File: config.mk
export PLATFORM = sky130hd
export DESIGN_NAME = alu_pipe_param
export DESIGN_NICKNAME = d
export VERILOG_FILES = /design/src/rtl/alu_pipe_param_pkg.sv /design/src/rtl/alu_pipe_stage_reg.sv /design/src/rtl/alu_pipe_param.sv
export SDC_FILE = /design/constraint.sdc
export NUM_CORES = 1
export LEC_CHECK = 0
export CAP_MARGIN = 40
export CORE_UTILIZATION = 46
export CTS_CLUSTER_SIZE = 30
export DETAILED_ROUTE_END_ITERATION = 8
export GPL_ROUTABILITY_DRIVEN = 0
export GPL_TIMING_DRIVEN = 0
export PLACE_DENSITY = 0.69
export SETUP_SLACK_MARGIN = 0.3
export SYNTH_ARGS = -nofsm -noshare
export SYNTH_HDL_FRONTEND = slang
export SYNTH_SLANG_ARGS = --single-unit
File: constraint.sdc
create_clock -name clk -period 2.15 [get_ports clk]
set_input_delay 0.43 -clock clk [delete_from_list [all_inputs] [get_ports clk]]
set_output_delay 0.43 -clock clk [all_outputs]
set_load 0.02 [all_outputs]
File: src/rtl/alu_pipe_param_pkg.sv
// Shared ALU definitions: opcode encodings and flag bit positions, also used by decode.
package alu_pipe_param_pkg;

    localparam int unsigned OP_W   = 3;
    localparam int unsigned FLAG_W = 3;

    localparam logic [OP_W-1:0] OP_ADD = 3'b000;
    localparam logic [OP_W-1:0] OP_SUB = 3'b001;
    localparam logic [OP_W-1:0] OP_AND = 3'b010;
    localparam logic [OP_W-1:0] OP_OR  = 3'b011;
    localparam logic [OP_W-1:0] OP_XOR = 3'b100;
    localparam logic [OP_W-1:0] OP_MUL = 3'b101;

    localparam int unsigned FLAG_Z = 0;
    localparam int unsigned FLAG_C = 1;
    localparam int unsigned FLAG_V = 2;

    // SUB is the only opcode that inverts B and injects a carry.
    function automatic logic is_sub(input logic [OP_W-1:0] op);
        return op == OP_SUB;
    endfunction

endpackage

File: src/rtl/alu_pipe_stage_reg.sv
// Enabled pipeline data register with asynchronous clear.
module alu_pipe_stage_reg #(
    parameter int unsigned WIDTH = 8
) (
    input  logic             clk,
    input  logic             rst_n,
    input  logic             en,
    input  logic [WIDTH-1:0] d,
    output logic [WIDTH-1:0] q
);

    // Load on enable, otherwise hold.
    always_ff @(posedge clk or negedge rst_n) begin
        if (!rst_n) begin
            q <= '0;
        end else if (en) begin
            q <= d;
        end
    end

endmodule

File: src/rtl/alu_pipe_param.sv
// Two-stage pipelined ALU with valid/ready handshake, flush and passthrough tag.
module alu_pipe_param
    import alu_pipe_param_pkg::*;
#(
    parameter int unsigned W     = 8,
    parameter int unsigned TAG_W = 4
) (
    input  logic             clk,
    input  logic             rst_n,
    input  logic             in_valid,
    output logic             in_ready,
    input  logic [OP_W-1:0]  op,
    input  logic [1:0]       hsel,
    input  logic [W-1:0]     a,
    input  logic [W-1:0]     b,
    input  logic [TAG_W-1:0] tag_in,
    input  logic             flush,
    output logic             out_valid,
    input  logic             out_ready,
    output logic [W-1:0]     result,
    output logic             flag_z,
    output logic             flag_c,
    output logic             flag_v,
    output logic [TAG_W-1:0] tag_out
);

    localparam int unsigned HW    = W / 2;
    localparam int unsigned QW    = W / 4;
    localparam int unsigned BHW   = HW - QW;
    localparam int unsigned PPL_W = HW + QW;
    localparam int unsigned PPH_W = HW + BHW;
    localparam int unsigned S1_W  = OP_W + TAG_W + (W + 1) + W + PPL_W + PPH_W + 2;
    localparam int unsigned S2_W  = W + FLAG_W + TAG_W;

    logic v1, v2, en1, en2;
    logic s1_load, s2_load;

    // Handshake: a stage advances when its successor can take its contents.
    assign en2       = !v2 || out_ready;
    assign en1       = !v1 || en2;
    assign in_ready  = en1;
    assign out_valid = v2;
    assign s1_load   = in_valid && en1;
    assign s2_load   = en2 && v1;

    // Stage valid bits; flush wins over acceptance.
    always_ff @(posedge clk or negedge rst_n) begin
        if (!rst_n) begin
            v1 <= 1'b0;
            v2 <= 1'b0;
        end else if (flush) begin
            v1 <= 1'b0;
            v2 <= 1'b0;
        end else begin
            if (in_valid && en1) begin
                v1 <= 1'b1;
            end else if (en1) begin
                v1 <= 1'b0;
            end
            if (en2) begin
                v2 <= v1;
            end
        end
    end

    logic             sub_c;
    logic [W-1:0]     b_x_c;
    logic [W-1:0]     logic_c;
    logic [W:0]       sum_c;
    logic [HW-1:0]    a_half_c;
    logic [HW-1:0]    b_half_c;
    logic [PPL_W-1:0] ppl_c;
    logic [PPH_W-1:0] pph_c;
    logic [S1_W-1:0]  s1_d, s1_q;

    // Stage 1 precompute: adder, logic op and split-B partial products.
    always_comb begin
        sub_c    = is_sub(op);
        b_x_c    = sub_c ? ~b : b;
        sum_c    = (W+1)'(a) + (W+1)'(b_x_c) + (W+1)'(sub_c);
        logic_c  = '0;
        case (op)
            OP_AND:  logic_c = a & b;
            OP_OR:   logic_c = a | b;
            OP_XOR:  logic_c = a ^ b;
            default: logic_c = '0;
        endcase
        a_half_c = hsel[1] ? a[W-1:HW] : a[HW-1:0];
        b_half_c = hsel[0] ? b[W-1:HW] : b[HW-1:0];
        ppl_c    = PPL_W'(a_half_c) * PPL_W'(b_half_c[QW-1:0]);
        pph_c    = PPH_W'(a_half_c) * PPH_W'(b_half_c[HW-1:QW]);
        s1_d     = {op, tag_in, sum_c, logic_c, ppl_c, pph_c, a[W-1], b_x_c[W-1]};
    end

    alu_pipe_stage_reg #(.WIDTH(S1_W)) u_s1 (
        .clk   (clk),
        .rst_n (rst_n),
        .en    (s1_load),
        .d     (s1_d),
        .q     (s1_q)
    );

    logic [OP_W-1:0]   s1_op;
    logic [TAG_W-1:0]  s1_tag;
    logic [W:0]        s1_sum;
    logic [W-1:0]      s1_logic;
    logic [PPL_W-1:0]  s1_ppl;
    logic [PPH_W-1:0]  s1_pph;
    logic              s1_a_msb, s1_bx_msb;

    assign {s1_op, s1_tag, s1_sum, s1_logic, s1_ppl, s1_pph, s1_a_msb, s1_bx_msb} = s1_q;

    logic [W-1:0]      mul_c;
    logic [W-1:0]      res_c;
    logic [FLAG_W-1:0] flags_c;
    logic [S2_W-1:0]   s2_d, s2_q;

    // Stage 2: combine partial products, select result, derive flags.
    always_comb begin
        res_c   = '0;
        flags_c = '0;
        mul_c   = (W'(s1_pph) << QW) + W'(s1_ppl);
        case (s1_op)
            OP_AND, OP_OR, OP_XOR: res_c = s1_logic;
            OP_MUL:                res_c = mul_c;
            default: begin
                res_c          = s1_sum[W-1:0];
                flags_c[FLAG_C] = s1_sum[W];
                flags_c[FLAG_V] = (s1_a_msb == s1_bx_msb) && (s1_sum[W-1] != s1_a_msb);
            end
        endcase
        flags_c[FLAG_Z] = (res_c == '0);
        s2_d            = {res_c, flags_c, s1_tag};
    end

    alu_pipe_stage_reg #(.WIDTH(S2_W)) u_s2 (
        .clk   (clk),
        .rst_n (rst_n),
        .en    (s2_load),
        .d     (s2_d),
        .q     (s2_q)
    );

    logic [FLAG_W-1:0] s2_flags;

    assign {result, s2_flags, tag_out} = s2_q;
    assign flag_z = s2_flags[FLAG_Z];
    assign flag_c = s2_flags[FLAG_C];
    assign flag_v = s2_flags[FLAG_V];

endmodule

Word-level counts from Yosys, hierarchy flattened. Cells that the tools add are included.

Add/sub/neg operators: 3. Multipliers: 2. Equality and inequality tests: 10. Mux-type cells: 11. Bitwise logic cells: 4. Reduce and logical (&&, ||, !) cells: 12.

Operators with widths (count): one-hot mux 8 bit (3 select lines) (1); one-hot mux 8 bit (2 select lines) (1); == test 3 x 2 -> 1 bit, second input constant (4); multiplier 4 x 2 -> 6 bit (2); adder 8 x 8 -> 9 bit (1); adder 9 x 1 -> 9 bit (1); == test 3 bit, second input constant (3); adder 8 x 6 -> 8 bit (1); AND 8 bit (1); logical NOT 8 bit (1); two-way mux 4 bit (2); two-way mux 8 bit (1); inverter 8 bit (1); bitwise OR 8 bit (1); XOR 8 bit (1); two-way mux 1 bit (5); OR reduction 4 bit (1); == test 3 x 1 -> 1 bit, second input constant (1); logical AND 1 bit (3); nonzero test 3 bit (1); OR reduction 3 bit (1); logical NOT 1 bit (2); logical OR 1 bit (2); two-way mux 2 bit (1); 3 further kinds (3).

Register bits after elaboration: 55. Bits of input ports: 30. Output and inout bits: 17. Logic and storage cells: 46.

Logic depth before layout (Yosys ltp). Gate-level depths: netlist of the first run.

Word-level depth: 6. Mapped depth: 12. Depth with buffers taken out: 10.

Modules after synthesis. From an unflattened synthesis of the first run, not the netlist that was laid out.

Cells, all modules: 363. Area total of the unflattened synthesis: 3977.6 µm².

By module, submodules not included: alu_pipe_param (instances 1, cells each 251, area an instance 1871.8 µm², sequential area each 50.0 µm²); alu_pipe_stage_reg (u_s1) (instances 1, cells each 80, area an instance 1492.7 µm², sequential area each 950.9 µm²); alu_pipe_stage_reg (u_s2) (instances 1, cells each 32, area an instance 613.1 µm², sequential area each 375.4 µm²).

Worst setup path after synthesis of the first run. Ideal clock, no wire load.

Kind: input-to-reg. Start: input op[0]. End: register u_s1.q[29]. Library setup time: 132 ps. Data arrival time: 2381 ps. Data required time: 2018 ps. Setup slack: -363 ps. Stages: 11. Buffers on the path: 2. Cell sequence: buf_2 nor3b_1 buf_2 xnor2_1 ha_1 or2_2 a21oi_1 a21oi_1 a211o_1 xnor2_1 o21ai_1.

Cells in the longest elaborated chain, start to end: 4.

RTL lines: from (decl) (RTL line alu_pipe_param.sv:12) `input logic [OP_W-1:0] op,`; == test 3 x 1 -> 1 bit (*) (RTL line alu_pipe_param_pkg.sv:20) `return op == OP_SUB;`; two-way mux 8 bit (RTL line alu_pipe_param.sv:79) `b_x_c = sub_c ? ~b : b;`; adder 8 x 8 -> 9 bit (RTL line alu_pipe_param.sv:80) `sum_c = (W+1)'(a) + (W+1)'(b_x_c) + (W+1)'(sub_c);`; adder 9 x 1 -> 9 bit (*) (RTL line alu_pipe_param.sv:80); to (signal assigned) (RTL line alu_pipe_stage_reg.sv:15) `q <= '0;`; to (signal assigned) (RTL line alu_pipe_stage_reg.sv:17) `q <= d;`; to (decl) (RTL line alu_pipe_stage_reg.sv:9) `output logic [WIDTH-1:0] q`.

Every way passes the cells marked *; elsewhere a longest branch is shown, timed or not. A chain may end at the register's enable or synchronous reset.

Final worst setup path of the first run.
Start: register u_s1.q[2]. End: register u_s2.q[13].

Cells in the longest elaborated chain, start to end: 2.

RTL lines: adder 8 x 6 -> 8 bit (RTL line alu_pipe_param.sv:122) `mul_c = (W'(s1_pph) << QW) + W'(s1_ppl);`; one-hot mux 8 bit (2 select lines) (RTL line alu_pipe_param.sv:123) `case (s1_op)`; to (signal assigned) (RTL line alu_pipe_stage_reg.sv:15); to (signal assigned) (RTL line alu_pipe_stage_reg.sv:17); to (decl) (RTL line alu_pipe_stage_reg.sv:9).

Every way passes these cells.

==> impl_metrics.tcl, run 1 <==
set metrics [dict create \
    status "finished with violations" \
    violations "setup timing" \
    p_int_mw 2.23 \
    crit_arrival_ps 2440 \
    use_met3_pct 3.10 \
    pwr-share-clk_pct 21.1 \
    rows 32 \
    grt_max_degree 32 \
    tightestPinTransition_ps 579 \
    netlist_area_um2 3660 \
    post_dp_cell_area_um2 4440 \
    irDropWorstVdd_mv 0.305 \
    antenna_left 0 \
    power_frac_seq_pct 40.1 \
    dpl.cell_count 537 \
    slew_viol_final 0 \
    fin_nets 533 \
    dieArea_um2 8330 \
    synth_edf_count 0 \
    holdCritPathClass "input pin to asynchronous set/reset pin" \
    syn_inst 390 \
    clkTransAtPathRegs_ps 100 \
    clk_path_buf_depth 2 \
    synth_top_flop_cell "dfrtp_1" \
    crit_fanout 2 \
    power_frac_comb_pct 38.8 \
    synth_nets 457 \
    antenna_cells 0 \
    grt_busiest_layer "met2" \
    switching_share_pct 32.5 \
    p_leak_nw 2.29 \
    crit_type "register to register" \
    ff2ff_path_depth 8 \
    drive_above_1_share_pct 28.1 \
    synthTopCellsByArea "dfrtp_1 (38%), ha_1 (11%), nand2_1 (5.1%)" \
    area_delta_synth_final_pct 33.5 \
    cts.sinks 55 \
    rsz0062_at_grt "true" \
    finalSetupViolCount 2 \
    grt_pass1_wl_um 14800 \
    yosysUniqueCellTypes 45 \
    overflow 0 \
    io_buffers 43 \
    vias_per_cell 5.31 \
    max_cap_violations 0 \
    dieWidth_um 91.3 \
    yosysMostFrequentCell "dfrtp_1" \
    fin_skew_ps 8.77 \
    power.density_nw_per_um2 677 \
    die_y_um 91.3 \
    start_util_pct 47.4 \
    antenna_found_initial 0 \
    h-tree-depth 2 \
    pin_count 47 \
    synthTopCellsByCount "dfrtp_1 (55), nand2_1 (50), ha_1 (33)" \
    fin_cells 569 \
    postSynthAreaPerCell_um2 9.40 \
    routedWlPerCell_um 15.5 \
    grt_usage_pct 22.6 \
    fin_ws_ps -94.9 \
    final_area_um2 4890 \
    coreArea_um2 7730 \
    firstDrtPassIters 4 \
    cts-root-buf "clkbuf_8" \
    cts_buffers 5 \
    hold_viol 0 \
    drc 0 \
    slew_headroom_pct 61.4 \
    grt_use_met2_pct 39.3 \
    fin_crit_ps 2240 \
    dp_hpwl_um 6750 \
    p_switching_mw 1.08 \
    yosysTopAreaCell "dfrtp_1" \
    cts_tree "yes" \
    worstSetupEndpointType "register" \
    worstPathRequired_ps 2340 \
    yosys_warnings 0 \
    drt_iter0_markers 106 \
    start_kind "register" \
    synth_top_area_share_pct 37.6 \
    ys_seq_area_share_pct 37.6 \
    final_util_pct 63.3 \
    grt_pass1_vias 3065 \
    power_mw 3.31 \
    use_met1_pct 28.7 \
    vias 3021 \
    insertion_delay_ps 310 \
    synthArstFlopShare_pct 100 \
    routed_wl_um 8800 \
    finalCritPeriodShare_pct 104 \
    fmax_mhz 445 \
    synth_seq_cells 55 \
]
[power groups by stage]
stage | Combinational (mW) | Sequential (mW) | Clock (mW)
floorplan | 0.638 | 1.40 | 0
global placement | 1.08 | 1.34 | 0
detailed placement | 1.11 | 1.35 | 0
CTS | 1.22 | 1.33 | 0.711
global route | 1.40 | 1.35 | 0.744
finish | 1.29 | 1.33 | 0.700
[what timing repair did]
item                                    in CTS  in global routing
endpoints found under the setup margin      39                 22
hold buffers                                 0                  0
pin swaps                                   29                 20
gates resized for setup                     62                 48
buffers inserted                            18                  6
[critical path, stage by stage, from the launching register on]
cell and delay, ps:
dfrtp_1 400, ha_2 210, fa_2 350, a21o_1 180
a21oi_2 170, xnor2_2 90, a222oi_1 300, a21oi_1 160
mux2_2 280
[layout by cell type, fill, tap and decap left out, types with 3 or more instances in the layout]
| cell | synthesis | final |
|---|---|---|
| a211oi_1 | 6 | 4 |
| a211oi_2 | 1 | 3 |
| a21o_1 | 7 | 7 |
| a21oi_1 | 24 | 16 |
| a21oi_2 | 0 | 8 |
| a22oi_1 | 8 | 8 |
| buf_2 | 4 | 4 |
| buf_4 | 0 | 18 |
| buf_6 | 2 | 11 |
| clkbuf_1 | 10 | 4 |
| clkbuf_2 | 0 | 12 |
| clkbuf_8 | 0 | 6 |
| clkdlybuf4s15_1 | 0 | 3 |
| clkdlybuf4s15_2 | 0 | 3 |
| clkdlybuf4s50_1 | 0 | 23 |
| dfrtp_1 | 55 | 55 |
| ha_1 | 33 | 30 |
| inv_1 | 25 | 22 |
| inv_2 | 0 | 3 |
| mux2_2 | 16 | 15 |
| mux2i_1 | 16 | 8 |
| mux2i_4 | 0 | 6 |
| nand2_1 | 50 | 47 |
| nand3_1 | 3 | 3 |
| nor2_1 | 28 | 28 |
| nor2b_1 | 8 | 7 |
| o21ai_0 | 32 | 20 |
| o21ai_1 | 1 | 10 |
| o21ai_2 | 0 | 3 |
| or2_4 | 0 | 5 |
| xnor2_1 | 14 | 6 |
| xnor2_2 | 0 | 6 |
| xor2_1 | 7 | 7 |
[registers in the layout, summed over array words and instances, names as in the netlist]
name and cells:
out_valid 1, u_s1.q 38, v1 1, u_s2.q 15
[area by class of cell]
type | count | area (µm²)
plain buffers | 18 | 159
clock buffers | 6 | 82.6
clock inverters | 2 | 35.0
fillers | 625 | 2840
inverters | 26 | 100
multi-input cells | 291 | 2390
flip-flops and latches | 55 | 1380
well taps | 102 | 128
repair buffers | 69 | 619
[cells by family after synthesis]
logic type,Yosys count,synth area share [%]
compound gates,95,16.3
xor+xnor,21,5.02
fa+ha+maj,37,13.5
buf+inv,44,5.12
flops,55,37.6
mux,34,9.90
simple gates,104,12.7
[final timing paths]
path	from	end	slack (ps)
max	u_s1.q[2]	u_s2.q[13]	-90
min	rst_n	u_s1.q[37]	110
max reg2reg	u_s1.q[2]	u_s2.q[13]	-90
min reg2reg	u_s1.q[33]	u_s2.q[2]	470
max in group asynchronous	rst_n	u_s1.q[0]	1480
min in group clk	op[2]	u_s1.q[37]	380
[metrics by stage]
step           setup WS (ps)  hold WS (ps)  TNS [ps]
3_5_place_dp            -791           446    -10410
4_1_cts                -71.5           128      -126
6_report               -94.9           111      -140
5_1_grt                 -150           148      -331
3_3_place_gp            -986           440    -63540
2_1_floorplan           -154           134      -313
[per-layer routing]
layer  wire length [µm]  share of wire (%)  vias up
li1                   -                  -     1492
met1               3930                 45     1423
met2               4310                 49       89
met3                335                3.8       17
met4                227                2.6        0
met5                  0                  0        -
Note: power is estimated with default switching activity, not from simulation.
==> run 2, diff against run 1 <==
--- a/config.mk
+++ b/config.mk
@@ -13,6 +13,7 @@
 export GPL_TIMING_DRIVEN = 0
 export PLACE_DENSITY = 0.69
 export SETUP_SLACK_MARGIN = 0.3
+export SKIP_LAST_GASP = 1
 export SYNTH_ARGS = -nofsm -noshare
 export SYNTH_HDL_FRONTEND = slang
 export SYNTH_SLANG_ARGS = --single-unit
==> run 2 against run 1 <==
Against the previous run:
- the run still ends with setup timing left
- sequential cell count did not move
- sequential share of layout area increased by 0.15 points
- non-clock buffer count is the same
- die area did not move
- global-route usage stayed put
- clock skew shrank 3.8 ps
- via count hardly changed
- routed wire length decreased by 0.77%
- count of clock-buffer cells in the layout did not move
- critical path depth did not move
- hold slack improved by 1.0 ps
- cell count did not move
- largest cell class unchanged
- largest power group unchanged
- highest routed layer unchanged
==> impl_metrics.tcl, run 2 (synthesis results as in run 1) <==
set metrics [dict create \
    cts-root-buf "clkbuf_8" \
    io_buffers 43 \
    clkTransAtPathRegs_ps 90 \
    drc 0 \
    overflow 0 \
    drt_iter0_markers 84 \
    area_delta_synth_final_pct 32.7 \
    vias 3018 \
    final_common_cell "dfrtp_1" \
    dieArea_um2 8330 \
    grt_pass1_wl_um 14800 \
    insertion_delay_ps 310 \
    largest_reg_flops 38 \
    crit_type "register to register" \
    post_dp_cell_area_um2 4440 \
    max_cap_violations 0 \
    status "finished with violations" \
    ff2ff_path_depth 8 \
    top_regs "u_s1.q (38), u_s2.q (15)" \
    firstDrtPassIters 5 \
    hold_ws_ps 112 \
    grt_max_degree 32 \
    start_kind "register" \
    worstPathRequired_ps 2350 \
    hold_viol 0 \
    rsz0062_at_grt "true" \
    dpl.cell_count 537 \
    slew_viol_final 0 \
    cts_tree "yes" \
    h-tree-depth 2 \
    finalSetupViolCount 2 \
    routed_wl_um 8740 \
    tightestPinTransition_ps 575 \
    vias_per_cell 5.30 \
    dp_hpwl_um 6750 \
    final_area_um2 4860 \
    fin_ws_ps -95.0 \
    antenna_left 0 \
    grt_pass1_vias 3065 \
    die_y_um 91.3 \
    reg2reg_from "u_s1.q[2]" \
    crit_arrival_ps 2440 \
    drive_above_1_share_pct 27.2 \
    fin_skew_ps 5.02 \
    crit_fanout 2 \
    reg2reg_slack_ps -90 \
    violations "setup timing" \
    top_register "u_s1.q" \
    irDropWorstVdd_mv 0.309 \
    power.density_nw_per_um2 679 \
    final_util_pct 63.0 \
    fin_nets 533 \
    pin_count 47 \
    coreArea_um2 7730 \
    grt_usage_pct 22.6 \
    dieWidth_um 91.3 \
    worstSetupEndpointType "register" \
    finalCritPeriodShare_pct 104 \
    regToRegEndpoint "u_s2.q[13]" \
    fmax_mhz 445 \
    tns_ps -146 \
    fin_crit_ps 2240 \
    antenna_found_initial 0 \
    slew_headroom_pct 61.6 \
    holdCritPathClass "input pin to asynchronous set/reset pin" \
    rows 32 \
    p_leak_nw 2.28 \
    routedWlPerCell_um 15.4 \
    start_util_pct 47.4 \
    antenna_cells 0 \
    fin_cells 569 \
    cts_buffers 5 \
    nFillCells 632 \
    clk_path_buf_depth 2 \
    cts.sinks 55 \
    layout_common_cells "dfrtp_1 (55), nand2_1 (47), ha_1 (31), nor2_1 (28), clkdlybuf4s50_1 (23)" \
]
==> run 2: report_power, final <==
part | internal (mW) | switching, mW
Clock | 0.377 | 0.324
Combinational | 0.646 | 0.627
Sequential | 1.20 | 0.122
Total | 2.23 | 1.07
==> run 2: through the flow <==
step	total power [mW]	setup slack (ps)
2_1_floorplan	2.04	-154
3_3_place_gp	2.42	-986
3_5_place_dp	2.46	-791
4_1_cts	3.25	-71.5
5_1_grt	3.49	-150
6_report	3.30	-95.0
==> run 2: timing repair <==
item / 4_1_cts / 5_1_grt
pin swaps: 29 / 12
gates resized for setup: 62 / 43
setup buffers: 18 / 6
endpoints found under the setup margin: 39 / 22
hold buffers: 0 / 0
hold endpoints to repair: 0 / 0
==> run 2: worst max-delay path by stage <==
stage                         start    endpoint  slack, ps  cells past startpoint
after floorplan               op[0]  u_s1.q[29]       -150                     11
after global placement        rst_n  u_s1.q[13]       -990                      1
after detailed placement      op[2]  u_s1.q[29]       -790                     11
after CTS                 u_s1.q[2]  u_s2.q[13]        -70                      8
after global routing      u_s1.q[2]   u_s2.q[4]       -150                      7
final                     u_s1.q[2]  u_s2.q[13]        -90                      8
==> run 2: final cells by class <==
type	instances	area [µm²]	area share [%]
plain buffers	18	159	3.27
flip-flops and latches	55	1380	28.3
clock inverters	2	35.0	0.720
multi-input cells	291	2370	48.6
clock buffers	6	82.6	1.70
inverters	26	100	2.06
repair buffers	69	618	12.7
well taps	102	128	2.62
==> run 2: layer usage <==
layer / share of wire, % / wire length, µm / vias up / global-route usage (%)
met5: 0 / 0 / - / 0
met4: 2.4 / 212 / 0 / 7.94
met3: 3.1 / 275 / 15 / 3.10
met2: 49 / 4260 / 75 / 39.3
met1: 46 / 3980 / 1433 / 28.7
li1: - / - / 1495 / -
==> run 2: worst max-delay path, cell delays in order, from the launching register on <==
cell and delay, ps:
dfrtp_1 400, ha_2 210, fa_2 350, a21o_1 180, a21oi_2 170, xnor2_2 90, a222oi_1 300, a21oi_1 150
mux2_2 280
